===== src/rtl/noise_est_pkg.sv =====
// Shared types and width helpers for the multi-channel noise estimator.
package noise_est_pkg;

  typedef enum logic [2:0] {
    S_IDLE,
    S_ACCUM,
    S_CALC,
    S_UPDATE,
    S_DONE
  } state_t;

  // A block variance occupies twice the sample width.
  localparam int VAR_WIDTH_FACTOR = 2;

  function automatic int log2_width(input int n);
    return $clog2(n);
  endfunction

  function automatic int var_width(input int data_width);
    return VAR_WIDTH_FACTOR * data_width;
  endfunction

endpackage


===== src/rtl/block_variance_acc.sv =====
// One channel's block accumulator: running sum and sum of squares, plus the
// registered variance computed from them once the block closes.
module block_variance_acc
  import noise_est_pkg::*;
#(
  parameter int DATA_WIDTH    = 8,
  parameter int TOTAL_SAMPLES = 4
) (
  input  logic                                clk,
  input  logic                                rst_n,
  input  logic                                clear,
  input  logic                                take,
  input  logic                                calc,
  input  logic [DATA_WIDTH-1:0]               sample,
  output logic [var_width(DATA_WIDTH)-1:0]    variance
);

  localparam int L  = log2_width(TOTAL_SAMPLES);
  localparam int VW = var_width(DATA_WIDTH);
  localparam int SW = DATA_WIDTH + L;
  localparam int QW = 2 * DATA_WIDTH + L;

  logic [SW-1:0]         sum;
  logic [QW-1:0]         sumsq;
  logic [DATA_WIDTH-1:0] mean;
  logic [VW-1:0]         mean_sq;
  logic [VW-1:0]         ex2;
  logic [VW-1:0]         var_nxt;

  // Both moments are divided by the nominal block size even for short blocks.
  always_comb begin
    mean    = DATA_WIDTH'(sum >> L);
    mean_sq = VW'(mean) * VW'(mean);
    ex2     = VW'(sumsq >> L);
    var_nxt = (ex2 > mean_sq) ? (ex2 - mean_sq) : '0;
  end

  // NOTE: clocked state uses non-blocking assignments so every flop samples
  // pre-edge values regardless of statement order.
  always_ff @(posedge clk or negedge rst_n) begin
    if (!rst_n) begin
      sum      <= '0;
      sumsq    <= '0;
      variance <= '0;
    end else begin
      if (clear) begin
        sum   <= '0;
        sumsq <= '0;
      end else if (take) begin
        sum   <= sum + SW'(sample);
        sumsq <= sumsq + QW'(sample) * QW'(sample);
      end
      if (calc) variance <= var_nxt;
    end
  end

endmodule


===== src/rtl/noise_estimation_mc.sv =====
// Multi-channel noise estimator: per-block variance per channel, reduced over
// a frame to the minimum or the mean, reported once per frame.
module noise_estimation_mc
  import noise_est_pkg::*;
#(
  parameter int DATA_WIDTH       = 8,
  parameter int CHANNELS         = 3,
  parameter int TOTAL_SAMPLES    = 4,
  parameter int BLOCKS_PER_FRAME = 4
) (
  input  logic                             clk,
  input  logic                             rst_n,
  input  logic                             start_of_frame,
  input  logic                             end_of_frame,
  input  logic                             start_data,
  input  logic                             end_data,
  input  logic                             data_valid,
  input  logic [CHANNELS*DATA_WIDTH-1:0]   data_in,
  input  logic                             mode,
  output logic [CHANNELS*2*DATA_WIDTH-1:0] estimated_noise,
  output logic                             estimated_noise_ready,
  output logic                             frame_error
);

  localparam int L  = log2_width(TOTAL_SAMPLES);
  localparam int B  = log2_width(BLOCKS_PER_FRAME);
  localparam int VW = var_width(DATA_WIDTH);
  localparam int CW = L + 1;
  localparam int BW = B + 2;
  localparam logic [CW-1:0] FULL_CNT   = CW'(TOTAL_SAMPLES);
  localparam logic [BW-1:0] EXP_BLOCKS = BW'(BLOCKS_PER_FRAME);

  state_t          state, state_nxt;
  logic            frame_open, mode_q, last_q, err_q;
  logic [CW-1:0]   sample_cnt, cnt_final;
  logic [BW-1:0]   block_cnt, block_cnt_inc;
  logic            frame_init, blk_clear, take, drop, end_blk;
  logic            calc_en, update_en, close_frame;
  logic [VW-1:0]   blk_var     [CHANNELS];
  logic [VW-1:0]   agg         [CHANNELS];
  logic [VW+B-1:0] agg_sum     [CHANNELS];
  logic [VW-1:0]   agg_min_nxt [CHANNELS];
  logic [VW+B-1:0] agg_sum_nxt [CHANNELS];

  always_ff @(posedge clk or negedge rst_n) begin
    if (!rst_n) state <= S_IDLE;
    else        state <= state_nxt;
  end

  // NOTE: every output of this block gets a default first, so no path can
  // leave a signal unassigned and infer a latch.
  always_comb begin
    state_nxt   = state;
    frame_init  = 1'b0;
    blk_clear   = 1'b0;
    take        = 1'b0;
    drop        = 1'b0;
    end_blk     = 1'b0;
    calc_en     = 1'b0;
    update_en   = 1'b0;
    close_frame = 1'b0;
    if (state != S_IDLE && start_of_frame) begin
      // A new frame start anywhere mid-frame aborts the one in progress.
      frame_init = 1'b1;
      blk_clear  = start_data;
      state_nxt  = start_data ? S_ACCUM : S_IDLE;
    end else begin
      case (state)
        S_IDLE: begin
          if (start_data && (start_of_frame || frame_open)) begin
            frame_init = start_of_frame;
            blk_clear  = 1'b1;
            state_nxt  = S_ACCUM;
          end
        end
        S_ACCUM: begin
          if (start_data) begin
            blk_clear = 1'b1;
          end else begin
            take = data_valid && (sample_cnt < FULL_CNT);
            drop = data_valid && (sample_cnt >= FULL_CNT);
            if (end_data) begin
              end_blk   = 1'b1;
              state_nxt = S_CALC;
            end
          end
        end
        S_CALC: begin
          calc_en   = 1'b1;
          state_nxt = S_UPDATE;
        end
        S_UPDATE: begin
          update_en = 1'b1;
          state_nxt = last_q ? S_DONE : S_IDLE;
        end
        S_DONE: begin
          close_frame = 1'b1;
          state_nxt   = S_IDLE;
        end
        default: state_nxt = S_IDLE;
      endcase
    end
  end

  assign cnt_final     = sample_cnt + CW'(take);
  assign block_cnt_inc = (&block_cnt) ? block_cnt : block_cnt + BW'(1);

  for (genvar g = 0; g < CHANNELS; g++) begin : g_chan
    block_variance_acc #(
      .DATA_WIDTH   (DATA_WIDTH),
      .TOTAL_SAMPLES(TOTAL_SAMPLES)
    ) u_acc (
      .clk     (clk),
      .rst_n   (rst_n),
      .clear   (blk_clear),
      .take    (take),
      .calc    (calc_en),
      .sample  (data_in[g*DATA_WIDTH +: DATA_WIDTH]),
      .variance(blk_var[g])
    );
  end

  // The first block of a frame seeds the minimum directly.
  always_comb begin
    for (int c = 0; c < CHANNELS; c++) begin
      agg_min_nxt[c] = (block_cnt == '0 || blk_var[c] < agg[c]) ? blk_var[c] : agg[c];
      agg_sum_nxt[c] = agg_sum[c] + (VW+B)'(blk_var[c]);
    end
  end

  always_ff @(posedge clk or negedge rst_n) begin
    if (!rst_n) begin
      frame_open            <= 1'b0;
      mode_q                <= 1'b0;
      last_q                <= 1'b0;
      err_q                 <= 1'b0;
      sample_cnt            <= '0;
      block_cnt             <= '0;
      estimated_noise       <= '0;
      estimated_noise_ready <= 1'b0;
      frame_error           <= 1'b0;
      // NOTE: the aggregates are a handful of flops, not a RAM, so they take
      // the asynchronous reset like every other register.
      for (int c = 0; c < CHANNELS; c++) begin
        agg[c]     <= '0;
        agg_sum[c] <= '0;
      end
    end else begin
      estimated_noise_ready <= update_en && last_q;
      if (frame_init) begin
        frame_open <= 1'b1;
        mode_q     <= mode;
        err_q      <= 1'b0;
        block_cnt  <= '0;
      end
      if (close_frame) frame_open <= 1'b0;

      if (blk_clear)  sample_cnt <= '0;
      else if (take)  sample_cnt <= cnt_final;
      if (drop)       err_q      <= 1'b1;
      if (end_blk) begin
        last_q <= end_of_frame;
        if (cnt_final != FULL_CNT) err_q <= 1'b1;
      end

      if (update_en) begin
        block_cnt <= block_cnt_inc;
        if (last_q) frame_error <= err_q || (block_cnt_inc != EXP_BLOCKS);
      end

      for (int c = 0; c < CHANNELS; c++) begin
        if (frame_init) begin
          agg[c]     <= '0;
          agg_sum[c] <= '0;
        end else if (update_en) begin
          if (mode_q) agg_sum[c] <= agg_sum_nxt[c];
          else        agg[c]     <= agg_min_nxt[c];
          if (last_q)
            estimated_noise[c*VW +: VW] <= mode_q ? VW'(agg_sum_nxt[c] >> B) : agg_min_nxt[c];
        end
      end
    end
  end

endmodule

===== config.mk =====
export PLATFORM = sky130hd
export DESIGN_NAME = noise_estimation_mc
export DESIGN_NICKNAME = d
export VERILOG_FILES = /design/src/rtl/noise_est_pkg.sv /design/src/rtl/block_variance_acc.sv /design/src/rtl/noise_estimation_mc.sv
export SDC_FILE = /design/constraint.sdc
export NUM_CORES = 1
export LEC_CHECK = 0
export ABC_AREA = 1
export CAP_MARGIN = 20
export CORE_MARGIN = 2
export CORE_UTILIZATION = 55
export CTS_CLUSTER_SIZE = 20
export DETAILED_ROUTE_END_ITERATION = 6
export GPL_TIMING_DRIVEN = 0
export HOLD_SLACK_MARGIN = 0.08
export PLACE_DENSITY = 0.72
export SETUP_SLACK_MARGIN = 0.4
export SYNTH_ARGS = -nofsm -noshare
export SYNTH_HDL_FRONTEND = slang
export SYNTH_SLANG_ARGS = --single-unit

===== constraint.sdc =====
create_clock -name clk -period 6.9 [get_ports clk]
set_clock_uncertainty 0.2 [all_clocks]
set_input_delay 1.725 -clock clk [delete_from_list [all_inputs] [get_ports clk]]
set_output_delay 1.725 -clock clk [all_outputs]
set_load 0.01 [all_outputs]

==> results of run 1 <==
where the power goes:
group          switching, mW  internal [mW]
clock                  0.841           1.24
sequential             0.446           2.09
combinational           4.42           2.58
total                   5.71           5.92
sequential cells by signal (all words and copies together), names as in the netlist:
signal / cells
agg: 48
agg_sum: 54
block_cnt: 4
err_q: 1
estimated_noise: 48
estimated_noise_ready: 1
frame_error: 1
frame_open: 1
g_chan.u_acc.sum: 30
g_chan.u_acc.sumsq: 54
g_chan.u_acc.variance: 48
last_q: 1
mode_q: 1
sample_cnt: 3
state: 3
per-layer routing:
metal  vias up  GRT usage  part of all wire  wire length [µm]
li1      13517          -                 -                 -
met1     12799      0.400              0.46             37800
met2       775      0.468              0.45             37200
met3       135     0.0297             0.058              4800
met4         0     0.0815             0.028              2310
met5         -          0                 0                 0
logic make-up after synthesis:
family | count (synthesis)
and+or+nand+nor | 1616
muxes | 4
DFF | 298
adders and majority gates | 577
buffers and inverters | 850
AOI/OAI and AO/OA | 661
xor gates and xnor gates | 133
per-stage QoR:
step	setup TNS, ns	power [mW]	util	worst slack (ns)	instance area, µm²
CTS	0	11.6	0.609	0.656	34200
floorplan	0	7.49	-	1.30	31100
detailed placement	0	9.45	0.586	0.104	32900
global placement	-2859.98	9.35	0.585	-9.66	32900
finish	0	11.6	0.609	0.728	34200
global route	0	12.8	0.609	0.403	34200
cells in the mapped netlist (2+ instances only):
master / instances / share of area
nand2_1: 1055 / 0.13
inv_1: 728 / 0.088
ha_1: 379 / 0.15
dfrtp_1: 298 / 0.24
nand3_1: 289 / 0.047
a21oi_1: 250 / 0.040
o21ai_0: 221 / 0.036
fa_1: 198 / 0.13
nor2_1: 174 / 0.021
xor2_1: 76 / 0.021
clkbuf_1: 71 / 0.0086
xnor2_1: 57 / 0.016
a21o_1: 38 / 0.0092
buf_2: 30 / 0.0048
a22o_1: 28 / 0.0079
o21ai_1: 28 / 0.0045
o22ai_1: 27 / 0.0054
nand4_1: 24 / 0.0048
nor3_1: 24 / 0.0039
o21bai_1: 17 / 0.0041
or2_2: 15 / 0.0030
a31oi_1: 11 / 0.0022
nor4_1: 11 / 0.0022
o31ai_1: 11 / 0.0027
a21boi_0: 9 / 0.0022
nand3b_1: 9 / 0.0022
buf_4: 7 / 0.0017
inv_2: 7 / 0.00085
o21a_1: 6 / 0.0014
o211ai_1: 4 / 0.00097
a211oi_1: 3 / 0.00072
buf_6: 3 / 0.0011
mux2i_1: 3 / 0.00097
nor2_2: 3 / 0.00060
nor2_4: 3 / 0.0011
a32o_1: 2 / 0.00064
and2_1: 2 / 0.00040
clkinv_1: 2 / 0.00024
nor2_8: 2 / 0.0013
area by class of cell:
type | instances | area (µm²) | share of cell area
clock inverter | 18 | 233 | 0.00680
sequential | 298 | 7460 | 0.218
buffer | 112 | 522 | 0.0152
multi-input combinational | 2991 | 20400 | 0.595
tap | 756 | 946 | 0.0276
clock buffer | 48 | 1060 | 0.0309
timing repair buffer | 83 | 871 | 0.0254
inverter | 738 | 2770 | 0.0810
layout by cell type (no fill, tap or decap), types with 80 or more instances in the layout:
master and instances:
dfrtp_1 298, fa_1 198, nor2_1 174, nand2_1 1055
clkdlybuf4s50_1 80, nand3_1 289, ha_1 379, a21oi_1 250
o21ai_0 217, inv_1 728
tightest hold or removal path, cell delays in order, from the launching register on:
cell     delay [ns]
dfrtp_1        0.34
nand2_1        0.05
nand2_1        0.05
worst max path at each step:
stage / from / end / slack [ns]
2_1_floorplan: data_in[23] / g_chan[2].u_acc.sumsq[13]$_DFFE_PN0P_ / 1.30
3_3_place_gp: rst_n / g_chan[0].u_acc.sumsq[11]$_DFFE_PN0P_ / -9.66
3_5_place_dp: data_in[13] / g_chan[1].u_acc.sumsq[17]$_DFFE_PN0P_ / 0.10
4_1_cts: g_chan[0].u_acc.sum[7]$_DFFE_PN0P_ / g_chan[0].u_acc.variance[5]$_DFFE_PN0P_ / 0.66
5_1_grt: g_chan[0].u_acc.sum[6]$_DFFE_PN0P_ / g_chan[0].u_acc.variance[0]$_DFFE_PN0P_ / 0.40
6_report: data_in[14] / g_chan[1].u_acc.sumsq[17]$_DFFE_PN0P_ / 0.73
==> flow_metrics.py, run 1 <==
metrics = {
    "logic_synthesis": {
        "syn_inst": 4139,
        "synth-compound-area-share": 0.120,
        "yosysWarnings": 0,
        "synth-xor-area-share": 0.0375,
        "synth_nets": 4748,
        "synth-simple-area-share": 0.216,
        "synth_fa_ha_area_frac": 0.280,
        "netlist_area_um2": 31100,
        "ys_seq_area_frac": 0.240,
        "synth_top_family_by_area": "adder cells",
        "synth-main-ff-cell": "dfrtp_1",
        "ys_ff_latch": 298,
        "syn_avg_cell_area_um2": 7.51,
        "synth-edff-count": 0,
        "synthArstFlopShare": 1.00,
        "synthMuxAreaShare": 0.00133,
        "ys_types": 53,
    },
    "finish": {
        "area_growth_pct": 10.1,
        "nFillCells": 5240,
        "nets": 4870,
        "final_cells": 5044,
        "drive_above_1_share": 0.0371,
        "diodes": 0,
    },
    "cts": {
        "cts_resized": 0,
        "path_clk_slew_ns": 0.06,
        "cts_hold_buf": 0,
        "cts_tree": "done",
        "root_buffer": "clkbuf_16",
        "cts_num_sinks": 298,
        "insertion_delay_ns": 0.57,
        "htreeDepth": 2,
        "cts_made_buffers": 37,
        "clock_path_buffers": 3,
        "cts_setup_buffers": 0,
    },
    "worst_setup_path": {
        "cp.buffers_inverters": 3,
        "reg2reg_to": "g_chan[0].u_acc.variance[5]$_DFFE_PN0P_",
        "r2r_start": "g_chan[0].u_acc.sum[5]$_DFFE_PN0P_",
        "arrival_ns": 6.40,
        "cp_data_required_time_ns": 7.13,
        "rr_worst_depth": 23,
        "crit_family": "adder cells",
        "cp.depth": 18,
        "slowest_delay_ns": 0.57,
        "critPathCaptureType": "register",
        "worst-path-max-fanout": 9,
        "start_kind": "input port",
        "critPathKind": "in2reg",
        "path_cells": "clkdlybuf4s50_1 -> clkbuf_1 -> nand2_1 -> fa_1 -> inv_1 -> fa_1 -> fa_1 -> fa_1 -> ha_1 -> nand2_1 -> a21oi_1 -> nor2_1 -> o21ai_1 -> nand3_1 -> nand4_1 -> a21oi_1 -> o21ai_0 -> nand2_1",
        "critical-path-slowest-cell": "fa_1",
        "worst_path_most_repeated_cell": "fa_1",
        "r2r_slack_ns": 0.84,
    },
    "floorplan": {
        "initial_core_util": 0.554,
        "die_area_um2": 58500,
        "rows": 87,
        "fp.dieH_um": 242,
        "io-pin-count": 82,
        "fp.dieW_um": 242,
        "core_um2": 56200,
    },
    "power_and_ir_drop": {
        "cellPowerDensity_nw_per_um2": 340,
        "irDropWorstVdd_uv": 167,
        "leakage_nw": 19.4,
    },
    "global_route": {
        "grt_max_degree": 104,
        "grt_overflow": 0,
        "grt_first_pass_wirelength_mm": 136,
        "grt_pass1_vias": 26569,
        "antenna_found_initial": 1,
        "grt.total_usage": 0.285,
    },
    "place": {
        "numPortBuffers": 81,
        "dp_hpwl_mm": 65.6,
        "place_congestion": 0.955,
        "placedCellCount": 4978,
    },
    "drt": {
        "post-route-drc-count": 6,
        "vias": 27226,
        "dr.first_iter.drc_count": 1988,
        "viasPerCell": 5.40,
        "drtAntennaViolNets": 0,
        "post_drt_wl_per_cell_um": 16.3,
        "routed_wl_mm": 82.2,
        "dr.pass1.iters": 7,
    },
    "sta": {
        "setup_violations": 0,
        "max_freq_mhz": 162,
        "period_share": 0.894,
        "holdWs_ns": 0.275,
        "hold_viol": 0,
        "rsz0062_at_grt": "no",
        "period_minus_slack_ns": 6.17,
        "slew_violations": 0,
        "worst_pin_slew_ns": 0.893,
        "relSlewSlack": 0.405,
    },
    "run": {
        "timing.max_cap.violations": 0,
    },
    "min_path": {
        "min_path_cells": 2,
        "min_from": "estimated_noise[45]$_DFFE_PN0P_",
        "min_to": "estimated_noise[45]$_DFFE_PN0P_",
        "hp-class": "reg2reg",
    },
    "outcome": {
        "outcome": "finished with violations",
        "violations": "DRC",
    },
}
No activity file was read; power rests on OpenSTA's default activity.
==> run 2, diff against run 1 <==
- TNS_END_PERCENT: default -> 50
==> flow_metrics.py, run 2 (same netlist as run 1, synthesis figures left out) <==
metrics = {
    "cts": {
        "clock_path_buffers": 3,
        "cts_tree": "done",
        "htreeDepth": 2,
        "cts_setup_buffers": 0,
        "insertion_delay_ns": 0.57,
        "cts_num_sinks": 298,
        "path_clk_slew_ns": 0.06,
        "root_buffer": "clkbuf_16",
        "cts_made_buffers": 37,
    },
    "worst_setup_path": {
        "critical-path-slowest-cell": "fa_1",
        "worstSetupStartpoint": "data_in[13]",
        "worst-path-max-fanout": 10,
        "worst_path_most_repeated_cell": "fa_1",
        "arrival_ns": 6.55,
        "cp_data_required_time_ns": 7.13,
        "r2r_start": "g_chan[0].u_acc.sum[5]$_DFFE_PN0P_",
        "critPathCaptureType": "register",
        "crit_family": "adder cells",
        "start_kind": "input port",
        "slowest_delay_ns": 0.53,
        "path_cells": "clkdlybuf4s50_1 -> clkbuf_1 -> nand2_1 -> fa_1 -> fa_1 -> fa_1 -> inv_1 -> fa_1 -> ha_1 -> nand4_1 -> o21ai_0 -> nand3_1 -> nand4_1 -> a21oi_1 -> o21ai_0 -> nand2_1",
        "cp.buffers_inverters": 3,
        "critPathKind": "in2reg",
    },
    "power_and_ir_drop": {
        "cellPowerDensity_nw_per_um2": 340,
        "leakage_nw": 19.4,
        "finalPower_mw": 11.6,
        "irDropWorstVdd_uv": 167,
    },
    "finish": {
        "area_growth_pct": 10.1,
        "nFillCells": 5240,
        "final_common_cell": "nand2_1",
        "drive_above_1_share": 0.0368,
        "nets": 4870,
        "final_area_um2": 34200,
        "final_cell_mix": "nand2_1, inv_1, ha_1, dfrtp_1, nand3_1",
        "final_cells": 5044,
        "diodes": 0,
        "top_regs": "agg_sum x54, g_chan.u_acc.sumsq x54",
    },
    "min_path": {
        "min_from": "estimated_noise[45]$_DFFE_PN0P_",
        "hp-class": "reg2reg",
    },
    "place": {
        "placedCellCount": 4978,
        "dp_hpwl_mm": 65.6,
        "numPortBuffers": 81,
        "place_congestion": 0.955,
        "placed_area_um2": 32900,
    },
    "drt": {
        "dr_wl_met2_mm": 37.2,
        "dr.first_iter.drc_count": 1990,
        "dr.pass1.iters": 7,
        "post-route-drc-count": 10,
        "wl_met3_mm": 4.63,
        "top_layer": "met4",
        "routed_wl_mm": 82.1,
        "viasPerCell": 5.39,
        "post_drt_wl_per_cell_um": 16.3,
        "drtAntennaViolNets": 0,
        "met1_length_mm": 38.0,
        "vias": 27176,
    },
    "sta": {
        "worst_pin_slew_ns": 0.892,
        "max_freq_mhz": 158,
        "slew_violations": 0,
        "rsz0062_at_grt": "yes",
        "hold_viol": 0,
        "period_minus_slack_ns": 6.32,
        "setup_violations": 0,
        "tns_ns": 0,
        "relSlewSlack": 0.405,
        "period_share": 0.916,
    },
    "floorplan": {
        "io-pin-count": 82,
        "initial_core_util": 0.554,
        "rows": 87,
        "die_area_um2": 58500,
        "fp.dieH_um": 242,
        "fp.dieW_um": 242,
        "core_um2": 56200,
    },
    "run": {
        "timing.max_cap.violations": 0,
    },
    "outcome": {
        "violations": "DRC",
        "outcome": "finished with violations",
    },
    "global_route": {
        "antenna_found_initial": 1,
        "grt_overflow": 0,
        "grt_max_degree": 104,
        "grt_pass1_vias": 26569,
        "grt_first_pass_wirelength_mm": 136,
        "grt.total_usage": 0.285,
    },
}
## run 2: worst paths after layout
check | endpoint | slack [ns] | cells past startpoint
worst max-delay path | g_chan[1].u_acc.sumsq[17]$_DFFE_PN0P_ | 0.58 | 16
worst min-delay path | estimated_noise[45]$_DFFE_PN0P_ | 0.28 | 2
worst max register to register | g_chan[0].u_acc.variance[5]$_DFFE_PN0P_ | 0.84 | 23
worst min register to register | estimated_noise[45]$_DFFE_PN0P_ | 0.28 | 2
max in group asynchronous | g_chan[0].u_acc.sum[7]$_DFFE_PN0P_ | 3.99 | 3
min in group asynchronous | estimated_noise[25]$_DFFE_PN0P_ | 1.02 | 1
## run 2: worst min-delay path, cell delays in order, from the launching register on
cell and delay [ns]:
dfrtp_1 0.34, nand2_1 0.05, nand2_1 0.05
## run 2: area by class of cell
| cell class | instances | area (µm²) | share of cell area |
|---|---|---|---|
| Clock inverter | 18 | 233 | 0.00680 |
| Buffer | 112 | 520 | 0.0152 |
| Timing Repair Buffer | 83 | 871 | 0.0254 |
| Clock buffer | 48 | 1060 | 0.0309 |
| Multi-Input combinational cell | 2991 | 20400 | 0.595 |
| Sequential cell | 298 | 7460 | 0.218 |
| Tap cell | 756 | 946 | 0.0276 |
| Inverter | 738 | 2770 | 0.0810 |
## run 2: repair_timing
item	4_1_cts	5_1_grt
setup endpoints to repair	0	43
hold buffers	0	0
gates resized for setup	0	26
endpoints found under the hold margin	0	0
## run 2: where the power goes
group / switching, mW / internal, mW
Combinational: 4.42 / 2.58
Sequential: 0.446 / 2.09
Clock: 0.841 / 1.24
Total: 5.71 / 5.92
## run 2: metrics by stage
step                      utilization  worst slack [ns]  hold slack (ns)
after floorplan                     -              1.30            0.253
after global placement          0.585             -9.66            0.262
after detailed placement        0.586             0.104            0.265
after CTS                       0.609             0.656            0.281
after global routing            0.609             0.361            0.292
final                           0.609             0.577            0.275
## run 2: layer usage
metal,GRT usage,up-vias
met3,0.0297,133
met5,0,-
met4,0.0815,0
met1,0.400,12794
li1,-,13516
met2,0.468,733
